## src/rtl/alu_share_if.sv

```systemverilog
// alu_share_if: request, ALU and response signals of the shared-ALU arbiter
interface alu_share_if #(
  parameter int DATA_WIDTH = 32,
  parameter int FUNC_WIDTH = 4
);
  logic                  req0_valid, req0_ready, req1_valid, req1_ready;
  logic [DATA_WIDTH-1:0] req0_a, req0_b, req1_a, req1_b;
  logic [FUNC_WIDTH-1:0] req0_func, req1_func;
  logic [DATA_WIDTH-1:0] alu_a, alu_b, alu_result;
  logic [FUNC_WIDTH-1:0] alu_func;
  logic                  alu_zero;
  logic                  rsp_valid, rsp_ready, rsp_id, rsp_zero, rsp_err;
  logic [DATA_WIDTH-1:0] rsp_result;
  logic [15:0]           op_count;
  modport slave (
    input  req0_valid, req0_a, req0_b, req0_func, req1_valid, req1_a, req1_b, req1_func,
    output req0_ready, req1_ready,
    output alu_a, alu_b, alu_func,
    input  alu_result, alu_zero,
    output rsp_valid, rsp_id, rsp_result, rsp_zero, rsp_err, op_count,
    input  rsp_ready
  );
  modport master (
    output req0_valid, req0_a, req0_b, req0_func, req1_valid, req1_a, req1_b, req1_func,
    input  req0_ready, req1_ready,
    input  alu_a, alu_b, alu_func,
    output alu_result, alu_zero,
    input  rsp_valid, rsp_id, rsp_result, rsp_zero, rsp_err, op_count,
    output rsp_ready
  );
endinterface

```

## src/rtl/alu_share_arbiter.sv

```systemverilog
// alu_share_arbiter: round-robin sharing of one combinational ALU between two requesters
module alu_share_arbiter #(
  parameter int DATA_WIDTH = 32,
  parameter int FUNC_WIDTH = 4
) (
  input logic        clk,
  input logic        rst,
  alu_share_if.slave bus
);
  typedef enum logic [1:0] {IDLE, EXEC, HOLD} state_t;
  state_t                state;
  logic                  last_grant, gnt, slot_open, accept, op_id;
  logic [DATA_WIDTH-1:0] op_a, op_b, rsp_result;
  logic [FUNC_WIDTH-1:0] op_func;
  logic                  rsp_valid, rsp_id, rsp_zero, rsp_err;
  logic [15:0]           op_count;
  always_comb begin
    slot_open = !rst && (state == IDLE || (state == HOLD && bus.rsp_ready));
    gnt       = (bus.req0_valid && bus.req1_valid) ? !last_grant : bus.req1_valid;
    accept    = slot_open && (bus.req0_valid || bus.req1_valid);
  end
  assign bus.req0_ready = accept && !gnt;
  assign bus.req1_ready = accept && gnt;
  assign bus.alu_a      = op_a;
  assign bus.alu_b      = op_b;
  assign bus.alu_func   = op_func;
  assign bus.rsp_valid  = rsp_valid;
  assign bus.rsp_id     = rsp_id;
  assign bus.rsp_result = rsp_result;
  assign bus.rsp_zero   = rsp_zero;
  assign bus.rsp_err    = rsp_err;
  assign bus.op_count   = op_count;
  always_ff @(posedge clk) begin
    if (rst) begin
      state      <= IDLE;
      last_grant <= 1'b1;
      op_id      <= 1'b0;
      op_a       <= '0;
      op_b       <= '0;
      op_func    <= '0;
      rsp_valid  <= 1'b0;
      rsp_id     <= 1'b0;
      rsp_result <= '0;
      rsp_zero   <= 1'b0;
      rsp_err    <= 1'b0;
      op_count   <= '0;
    end else begin
      if (accept) begin
        op_a       <= gnt ? bus.req1_a : bus.req0_a;
        op_b       <= gnt ? bus.req1_b : bus.req0_b;
        op_func    <= gnt ? bus.req1_func : bus.req0_func;
        op_id      <= gnt;
        last_grant <= gnt;
      end
      if (state == EXEC) begin
        rsp_valid  <= 1'b1;
        rsp_id     <= op_id;
        rsp_result <= bus.alu_result;
        rsp_zero   <= bus.alu_zero;
        rsp_err    <= op_func > FUNC_WIDTH'(9);
      end
      if (state == HOLD && bus.rsp_ready) begin
        rsp_valid <= 1'b0;
        op_count  <= op_count + 16'd1;
      end
      state <= accept ? EXEC : state == EXEC ? HOLD : (state == HOLD && !bus.rsp_ready) ? HOLD : IDLE;
    end
  end
endmodule

```

## src/flat_wrapper.sv

```systemverilog
// flat-port wrapper written by rule: the top's interface ports become plain ports
module alu_share_arbiter_flat 
#(
  parameter int DATA_WIDTH = 32,
  parameter int FUNC_WIDTH = 4
)
  (clk, rst, bus_req0_valid, bus_req0_a, bus_req0_b, bus_req0_func, bus_req1_valid, bus_req1_a, bus_req1_b, bus_req1_func, bus_req0_ready, bus_req1_ready, bus_alu_a, bus_alu_b, bus_alu_func, bus_alu_result, bus_alu_zero, bus_rsp_valid, bus_rsp_id, bus_rsp_result, bus_rsp_zero, bus_rsp_err, bus_op_count, bus_rsp_ready);
  alu_share_if #(.DATA_WIDTH(DATA_WIDTH), .FUNC_WIDTH(FUNC_WIDTH)) bus_i ();
  input logic clk;
  input logic rst;
  input wire logic [$bits(bus_i.req0_valid)-1:0] bus_req0_valid;
  input wire logic [$bits(bus_i.req0_a)-1:0] bus_req0_a;
  input wire logic [$bits(bus_i.req0_b)-1:0] bus_req0_b;
  input wire logic [$bits(bus_i.req0_func)-1:0] bus_req0_func;
  input wire logic [$bits(bus_i.req1_valid)-1:0] bus_req1_valid;
  input wire logic [$bits(bus_i.req1_a)-1:0] bus_req1_a;
  input wire logic [$bits(bus_i.req1_b)-1:0] bus_req1_b;
  input wire logic [$bits(bus_i.req1_func)-1:0] bus_req1_func;
  output wire logic [$bits(bus_i.req0_ready)-1:0] bus_req0_ready;
  output wire logic [$bits(bus_i.req1_ready)-1:0] bus_req1_ready;
  output wire logic [$bits(bus_i.alu_a)-1:0] bus_alu_a;
  output wire logic [$bits(bus_i.alu_b)-1:0] bus_alu_b;
  output wire logic [$bits(bus_i.alu_func)-1:0] bus_alu_func;
  input wire logic [$bits(bus_i.alu_result)-1:0] bus_alu_result;
  input wire logic [$bits(bus_i.alu_zero)-1:0] bus_alu_zero;
  output wire logic [$bits(bus_i.rsp_valid)-1:0] bus_rsp_valid;
  output wire logic [$bits(bus_i.rsp_id)-1:0] bus_rsp_id;
  output wire logic [$bits(bus_i.rsp_result)-1:0] bus_rsp_result;
  output wire logic [$bits(bus_i.rsp_zero)-1:0] bus_rsp_zero;
  output wire logic [$bits(bus_i.rsp_err)-1:0] bus_rsp_err;
  output wire logic [$bits(bus_i.op_count)-1:0] bus_op_count;
  input wire logic [$bits(bus_i.rsp_ready)-1:0] bus_rsp_ready;
  assign bus_i.req0_valid = bus_req0_valid;
  assign bus_i.req0_a = bus_req0_a;
  assign bus_i.req0_b = bus_req0_b;
  assign bus_i.req0_func = bus_req0_func;
  assign bus_i.req1_valid = bus_req1_valid;
  assign bus_i.req1_a = bus_req1_a;
  assign bus_i.req1_b = bus_req1_b;
  assign bus_i.req1_func = bus_req1_func;
  assign bus_req0_ready = bus_i.req0_ready;
  assign bus_req1_ready = bus_i.req1_ready;
  assign bus_alu_a = bus_i.alu_a;
  assign bus_alu_b = bus_i.alu_b;
  assign bus_alu_func = bus_i.alu_func;
  assign bus_i.alu_result = bus_alu_result;
  assign bus_i.alu_zero = bus_alu_zero;
  assign bus_rsp_valid = bus_i.rsp_valid;
  assign bus_rsp_id = bus_i.rsp_id;
  assign bus_rsp_result = bus_i.rsp_result;
  assign bus_rsp_zero = bus_i.rsp_zero;
  assign bus_rsp_err = bus_i.rsp_err;
  assign bus_op_count = bus_i.op_count;
  assign bus_i.rsp_ready = bus_rsp_ready;
  alu_share_arbiter #(.DATA_WIDTH(DATA_WIDTH), .FUNC_WIDTH(FUNC_WIDTH)) u_core (.clk(clk), .rst(rst), .bus(bus_i));
endmodule
```

## config.mk

```make
export PLATFORM = sky130hd
export DESIGN_NAME = alu_share_arbiter_flat
export DESIGN_NICKNAME = d
export VERILOG_FILES = /design/src/rtl/alu_share_if.sv /design/src/rtl/alu_share_arbiter.sv /design/src/flat_wrapper.sv
export SDC_FILE = /design/constraint.sdc
export NUM_CORES = 1
export LEC_CHECK = 0
export CAP_MARGIN = 25
export CELL_PAD_IN_SITES_DETAIL_PLACEMENT = 1
export CELL_PAD_IN_SITES_GLOBAL_PLACEMENT = 2
export CORE_MARGIN = 2
export CORE_UTILIZATION = 19
export CTS_CLUSTER_DIAMETER = 40
export DETAILED_ROUTE_END_ITERATION = 8
export GPL_ROUTABILITY_DRIVEN = 0
export PLACE_DENSITY_LB_ADDON = 0.1
export SYNTH_ARGS = -nofsm -noshare
export SYNTH_HDL_FRONTEND = slang
export SYNTH_SLANG_ARGS = --single-unit
```

## constraint.sdc

```tcl
create_clock -name clk -period 1.9 [get_ports clk]
set_input_delay 0.38 -clock clk [delete_from_list [all_inputs] [get_ports clk]]
set_output_delay 0.38 -clock clk [all_outputs]
set_load 0.005 [all_outputs]
```

# Word level (Yosys, flattened, before mapping)
# Index checks and enable logic that the tools add are counted.
# op_classes
n_reduce_logical	16
order_cmp	1
mul	0
bitwise_logic	0
n_shift	0
n_mux	7
eq_ne	2
add_sub_neg	1
div	0
# ops
cell	count
$mux W32	2
$add A16 B1 Y16 const B	1
$logic_and A1 B1 Y1	7
$gt A4 B4 Y1 const B	1
$logic_not A1 Y1	4
$mux W2	2
$mux W4	1
$reduce_or A2 Y1	2
$eq A2 B1 Y1 const B	1
$eq A2 B2 Y1 const B	1
$logic_not A2 Y1	1
$logic_or A1 B1 Y1	2
$mux W1	2
# word_totals
register_bits	124
latch_bits	0
mem_bits_rw	0
word_cells	40
romBits	0
inputBits	174
memories	0

# Longest topological paths before layout
# Gate-level depths: netlist of run 1.
# depth
depth_word	6
ltp_mapped	7

# Worst setup path after synthesis of run 1
# OpenSTA, ideal clock, no wires.
# synth_path
kind	input-to-output
from	input port rst
to	output port bus_req0_ready
path_buffers	4
t_arrival_ns	1.561
required_ns	1.520
path_stages	6
path_slack_ns	-0.041
cell_sequence	clkbuf_8 -> or4_1 -> buf_2 -> buf_6 -> buf_6 -> nor2_1
# synth_between
elab_chain_len	4
# synth_lines
element	line_no	rtl
start: declaration	flat_wrapper.sv:10	input logic rst;
$logic_not A1 Y1	alu_share_arbiter.sv:18	slot_open = !rst && (state == IDLE || (state == HOLD && bus.rsp_ready));
$logic_and A1 B1 Y1	alu_share_arbiter.sv:18	
$logic_and A1 B1 Y1	alu_share_arbiter.sv:20	accept = slot_open && (bus.req0_valid || bus.req1_valid);
$logic_and A1 B1 Y1	alu_share_arbiter.sv:22	assign bus.req0_ready = accept && !gnt;
end: declaration	flat_wrapper.sv:19	output wire logic [$bits(bus_i.req0_ready)-1:0] bus_req0_ready;
# No other way between the ends.

# Worst setup path in the final report of run 1
# layout_path
from	register u_core.state[1]
to	output port bus_req1_ready
# layout_between
elab_chain_len	6
# layout_lines
element	line_no	rtl
start: declaration	alu_share_arbiter.sv:11	state_t state;
start signal: assignment	alu_share_arbiter.sv:66	state <= accept ? EXEC : state == EXEC ? HOLD : (state == HOLD && !bus.rsp_ready) ? HOLD : IDLE;
$eq A2 B2 Y1	alu_share_arbiter.sv:18	
$logic_and A1 B1 Y1	alu_share_arbiter.sv:18	
$logic_or A1 B1 Y1 *	alu_share_arbiter.sv:18	
$logic_and A1 B1 Y1 *	alu_share_arbiter.sv:18	
$logic_and A1 B1 Y1 *	alu_share_arbiter.sv:20	
$logic_and A1 B1 Y1 *	alu_share_arbiter.sv:23	assign bus.req1_ready = accept && gnt;
end: declaration	flat_wrapper.sv:20	output wire logic [$bits(bus_i.req1_ready)-1:0] bus_req1_ready;
# Every way passes the cells marked *; elsewhere a longest branch is shown, timed or not.

==> flow_summary.yaml, run 1 <==
outcome:
  status: "finished, violations left"
  violations: "setup timing"
sta:
  worst_slack_ns: -0.0798
  min_period_ns: 1.98
  finClkSkew_ns: 0.00944
  setup_viol: 2
  period_share_pct: 104
  slew-limit-headroom_pct: 55.5
  slew_viol_final: 0
  fmax_ghz: 0.505
  tightest_slew_ns: 0.667
  finalHoldViolations: 0
  holdWs_ns: 0.343
  rsz0062_at_grt: "yes"
logic_synthesis:
  yosysMostFrequentCell: "dfxtp_1"
  yosys-top-cells-count: "124 x dfxtp_1, 81 x nor2_1, 78 x nand2_1"
  synth_seq_cells: 124
  synth-edff-count: 0
  synth_nets: 737
  syn_avg_cell_area_um2: 9.29
  yosys.area.top_type: "dfxtp_1"
  yosysSeqAreaShare_pct: 47.6
  yosys_warnings: 0
  synth_cell_types: 40
  synthArstFlopShare_pct: 0
  synth_area_leaders: "dfxtp_1 48%, mux2i_1 13%, a31o_2 10%"
  ys.flop_type: "dfxtp_1"
  synthCells: 562
  synth_area_um2: 5220
  synth_top_area_share_pct: 47.6
power_and_ir_drop:
  ir_drop_mv: 0.392
  p_per_area_nw_per_um2: 882
  p_leak_nw: 3.54
global_routing:
  grt_pass1_wl_um: 30800
  grt_overflow: 0
  grt_max_degree: 94
  antenna_found_initial: 0
  first_global_vias: 5510
  grt_usage_pct: 13.7
route:
  firstDrtPassIters: 4
  vias: 5152
  vias_per_cell: 4.25
  finalWirelength_um: 19900
  drt-initial-drc-count: 140
  routedWlPerCell_um: 16.4
  ant_nets: 0
  drc: 0
worst_hold_path:
  hold_path.class: "in2reg"
place:
  port_buffers: 295
  dp_hpwl_um: 14700
floorplanning:
  pin_count: 296
  rows: 60
  die_w_um: 170
  die-area_um2: 28800
  die_h_um: 170
  core_um2: 27000
  start_util_pct: 19.4
clock_network:
  cts.clk_slew.worst_paths_ns: 0.06
  clock_sinks: 124
  cts_root_buffer: "clkbuf_16"
  clockBufferDepth: 2
  h-tree-depth: 4
  cts_tree: "done"
  numCtsBuffers: 17
  clock_latency_ns: 0.40
final_layout:
  area_delta_synth_final_pct: 78.2
  layout-drive-gt1-share_pct: 16.1
  diodes: 0
  final_core_util_pct: 34.5
  layout.nets: 1033
  fillers: 3083
worst_setup_path:
  worstPathRequired_ns: 1.52
  critPathLaunchType: "flip-flop"
  critical_path.max_fanout: 3
  crit_type: "reg2out"
  arrival_ns: 1.60
  cp-end-kind: "output pin"
flow_run:
  maxCapViolCount: 0
[placed cells by master, fill, tap and decap left out, types with 2 or more instances in the layout]
master | Yosys | final
a21oi_1 | 42 | 42
a31o_1 | 7 | 7
a31o_2 | 62 | 62
buf_12 | 0 | 3
buf_2 | 7 | 2
buf_4 | 1 | 24
buf_6 | 9 | 2
bufinv_16 | 0 | 5
clkbuf_1 | 22 | 2
clkbuf_16 | 0 | 17
clkdlybuf4s50_1 | 0 | 289
clkinv_4 | 0 | 4
dfxtp_1 | 124 | 122
dfxtp_2 | 0 | 2
dlymetal6s2s_1 | 0 | 2
inv_1 | 3 | 2
inv_2 | 1 | 2
inv_6 | 0 | 2
mux2i_1 | 68 | 66
mux2i_2 | 0 | 2
nand2_1 | 78 | 78
nand3_1 | 4 | 4
nand4_1 | 2 | 2
nand4b_1 | 2 | 2
nor2_1 | 81 | 80
nor3_1 | 3 | 3
nor4_1 | 2 | 2
o21ai_0 | 6 | 5
or3_1 | 3 | 3
or4_4 | 1 | 2
xnor2_1 | 6 | 6
xor2_1 | 4 | 4
[where the power goes]
group / internal [mW] / switching (mW)
Combinational: 0.993 / 0.607
Sequential: 2.83 / 0.120
Clock: 2.38 / 1.27
[critical path, cell delays in order (launching register included)]
cell and delay, ns:
dfxtp_2 0.32, nor2b_4 0.11, or4_4 0.46, inv_2 0.08, and2_4 0.14, buf_6 0.09
[registers in the layout, indices dropped and copies added, names as in the netlist]
signal,flops
u_core.bus.alu_a,32
u_core.bus.alu_b,32
u_core.bus.alu_func,4
u_core.bus.op_count,16
u_core.bus.rsp_err,1
u_core.bus.rsp_id,1
u_core.bus.rsp_result,32
u_core.bus.rsp_valid,1
u_core.bus.rsp_zero,1
u_core.last_grant,1
u_core.op_id,1
u_core.state,2
[metrics by stage]
stage / setup slack (ns) / area [um^2] / cells / power [mW] / TNS [ns]
after CTS: -0.179 / 9280 / 1212 / 8.37 / -0.287
final: -0.0798 / 9300 / 1212 / 8.20 / -0.106
after global routing: -0.139 / 9300 / 1212 / 8.64 / -0.230
after global placement: -0.640 / 8590 / 1178 / 4.59 / -30.92
after detailed placement: -0.662 / 8590 / 1178 / 4.62 / -33.39
after floorplan: 0.000394 / 5230 / 562 / 3.61 / 0
[final timing paths]
check / from / end / slack, ns / depth (start not counted)
max: u_core.state[1] / bus_req1_ready / -0.08 / 5
min: rst / u_core.state[0] / 0.34 / 3
max reg2reg: u_core.state[1] / u_core.bus.alu_a[22] / 0.06 / 5
min reg2reg: u_core.bus.rsp_result[6] / u_core.bus.rsp_result[6] / 0.45 / 2
[layout make-up]
class | instances | area (um^2) | area share (%)
Timing Repair Buffer | 324 | 3230 | 34.7
Multi-Input combinational cell | 387 | 2490 | 26.8
Sequential cell | 124 | 2480 | 26.7
Clock buffer | 20 | 447 | 4.80
Tap cell | 341 | 427 | 4.59
Clock inverter | 12 | 210 | 2.26
Inverter | 4 | 15.0 | 0.161
[what timing repair did]
item | 4_1_cts | 5_1_grt
hold buffers | 0 | 0
resized for setup | 17 | 6
pin swaps | 3 | 3
buffers inserted | 2 | 0
setup endpoints to repair | 48 | 55
[metal layers]
layer  wire length, um  vias up  track usage [%]
met5                 0        -                0
met4               104        0             3.01
met3              1780        6             5.90
met2              9490      189             23.2
met1              8500     2410             16.2
li1                  -     2547                -
[logic make-up (layout without fill, tap and decap cells)]
family | Yosys count | in the layout | share of synthesized area (%)
buffers and inverters | 51 | 360 | 5.59
AO/OA/AOI/OAI | 120 | 120 | 16.6
multiplexers | 68 | 68 | 13.0
XOR/XNOR | 10 | 10 | 1.68
AND/OR/NAND/NOR | 188 | 188 | 15.3
adder cells (fa/ha/maj) | 1 | 1 | 0.240
flip-flops | 124 | 124 | 47.6
Power figures use the tool's default switching activity.
==> run 2, diff against run 1 <==
--- a/config.mk
+++ b/config.mk
@@ -13,7 +13,7 @@
 export CTS_CLUSTER_DIAMETER = 40
 export DETAILED_ROUTE_END_ITERATION = 8
 export GPL_ROUTABILITY_DRIVEN = 0
-export PLACE_DENSITY_LB_ADDON = 0.1
+export PLACE_DENSITY = 0.89
 export SYNTH_ARGS = -nofsm -noshare
 export SYNTH_HDL_FRONTEND = slang
 export SYNTH_SLANG_ARGS = --single-unit
==> run 2 against run 1 <==
The run still ends with setup timing left. Fmax fell by 0.72%. Total power decreased by 7.2%. Sequential power about the same. Final cell count is 0.91% higher. Setup slack worse by 0.014 ns. Sequential share of layout area rose by 0.098 points. Via count up 2.0%. Clock power decreased by 16%. Clock skew rose by 0.00054 ns. Global-route usage decreased by 0.49 points. Critical path type unchanged. Critical endpoint unchanged. Largest cell class unchanged. Largest power group unchanged.
==> flow_summary.yaml, run 2 (synthesized netlist as in run 1, its figures left out) <==
outcome:
  status: "finished, violations left"
  violations: "setup timing"
route:
  vias: 5255
  drt-initial-drc-count: 215
  routedWlPerCell_um: 15.5
  vias_per_cell: 4.30
  drc: 0
  ant_nets: 0
  finalWirelength_um: 19000
  firstDrtPassIters: 4
power_and_ir_drop:
  p_leak_nw: 3.54
  ir_drop_mv: 0.437
  p_per_area_nw_per_um2: 822
sta:
  worst_slack_ns: -0.0942
  rsz0062_at_grt: "yes"
  holdWs_ns: 0.337
  slew-limit-headroom_pct: 43.3
  setup_viol: 1
  period_share_pct: 105
  tightest_slew_ns: 0.851
  finClkSkew_ns: 0.00998
  finalHoldViolations: 0
  fmax_ghz: 0.501
  slew_viol_final: 0
  min_period_ns: 1.99
flow_run:
  maxCapViolCount: 0
floorplanning:
  core_um2: 27000
  die-area_um2: 28800
  start_util_pct: 19.4
  pin_count: 296
  rows: 60
  die_h_um: 170
  die_w_um: 170
worst_setup_path:
  cp-end-kind: "output pin"
  worstPathRequired_ns: 1.52
  critPathLaunchType: "flip-flop"
  critical_path.max_fanout: 4
  crit_type: "reg2out"
  arrival_ns: 1.61
final_layout:
  fin_area_um2: 9260
  final_common_cell: "clkdlybuf4s50_1"
  layout.nets: 1047
  diodes: 0
  area_delta_synth_final_pct: 77.4
  layout-drive-gt1-share_pct: 17.0
  final_cell_mix: "289 x clkdlybuf4s50_1, 123 x dfxtp_1, 80 x nor2_1"
clock_network:
  cts_tree: "done"
  cts.clk_slew.worst_paths_ns: 0.05
  cts_root_buffer: "clkbuf_16"
  clock_sinks: 124
  clockBufferDepth: 2
  clock_latency_ns: 0.41
  numCtsBuffers: 17
  h-tree-depth: 4
worst_hold_path:
  hold_path.class: "in2reg"
global_routing:
  grt_overflow: 0
  grt_max_degree: 90
  grt_usage_pct: 13.2
  grt_pass1_wl_um: 29500
  antenna_found_initial: 0
  first_global_vias: 5410
place:
  port_buffers: 295
  dp_slack_ns: -0.715
  placed_area_um2: 8680
  dp_hpwl_um: 14200
run 2: cell types whose count changed in the layout (fill, tap and decap cells not counted), moves of 2 or more:
cell,delta
buf_4,+16
inv_6,-2
bufinv_16,-4
clkbuf_8,+2
dlymetal6s2s_1,-2
dlygate4sd2_1,+2
clkinv_2,+5
clkinv_4,-4
run 2: timing repair:
item | CTS | global route
endpoints found under the hold margin | 0 | 0
gates resized for setup | 18 | 3
setup endpoints to repair | 44 | 40
pin swaps | 2 | 1
setup buffers | 2 | 1
hold buffers | 0 | 0
run 2: layout make-up:
cell class	instances	area [um^2]
well taps	341	427
repair buffers	338	3310
clock buffers	21	470
fillers	3111	17700
multi-input cells	387	2490
inverters	4	15.0
clock inverters	8	70.1
flip-flops and latches	124	2480
run 2: final timing paths:
kind / depth (start not counted) / from / slack (ns) / to
worst max register to register: 4 / u_core.state[1] / 0.08 / u_core.bus.alu_a[20]
worst max-delay path: 5 / u_core.state[1] / -0.09 / bus_req1_ready
worst min-delay path: 3 / rst / 0.34 / u_core.state[0]
worst min register to register: 2 / u_core.bus.rsp_result[20] / 0.45 / u_core.bus.rsp_result[20]
run 2: critical path, stage by stage (launching register included):
cell     delay, ns
dfxtp_2       0.32
nor2b_4       0.12
or4_4         0.46
inv_2         0.08
and2_4        0.14
buf_6         0.09
run 2: layer usage:
metal,part of all wire (%),vias to the layer above,global-route usage [%]
met4,1.8,0,4.79
met3,8.4,22,5.04
li1,-,2575,-
met1,42,2452,15.2
met5,0,-,0
met2,48,206,22.5
run 2: report_power, final:
| part | switching [mW] | internal (mW) | leakage, nW |
|---|---|---|---|
| Sequential | 0.114 | 2.83 | 1.02 |
| Clock | 1.19 | 1.87 | 0.266 |
| Combinational | 0.601 | 1.01 | 2.25 |
run 2: stage by stage:
stage	std cells	utilization (%)	setup TNS, ns	total power [mW]
6_report	1223	34.4	-0.0942	7.61
5_1_grt	1223	34.4	-1.39	8.02
4_1_cts	1222	34.3	-0.167	7.77
3_5_place_dp	1191	32.2	-33.48	4.63
3_3_place_gp	1191	32.2	-31.08	4.60
2_1_floorplan	562	-	0	3.61
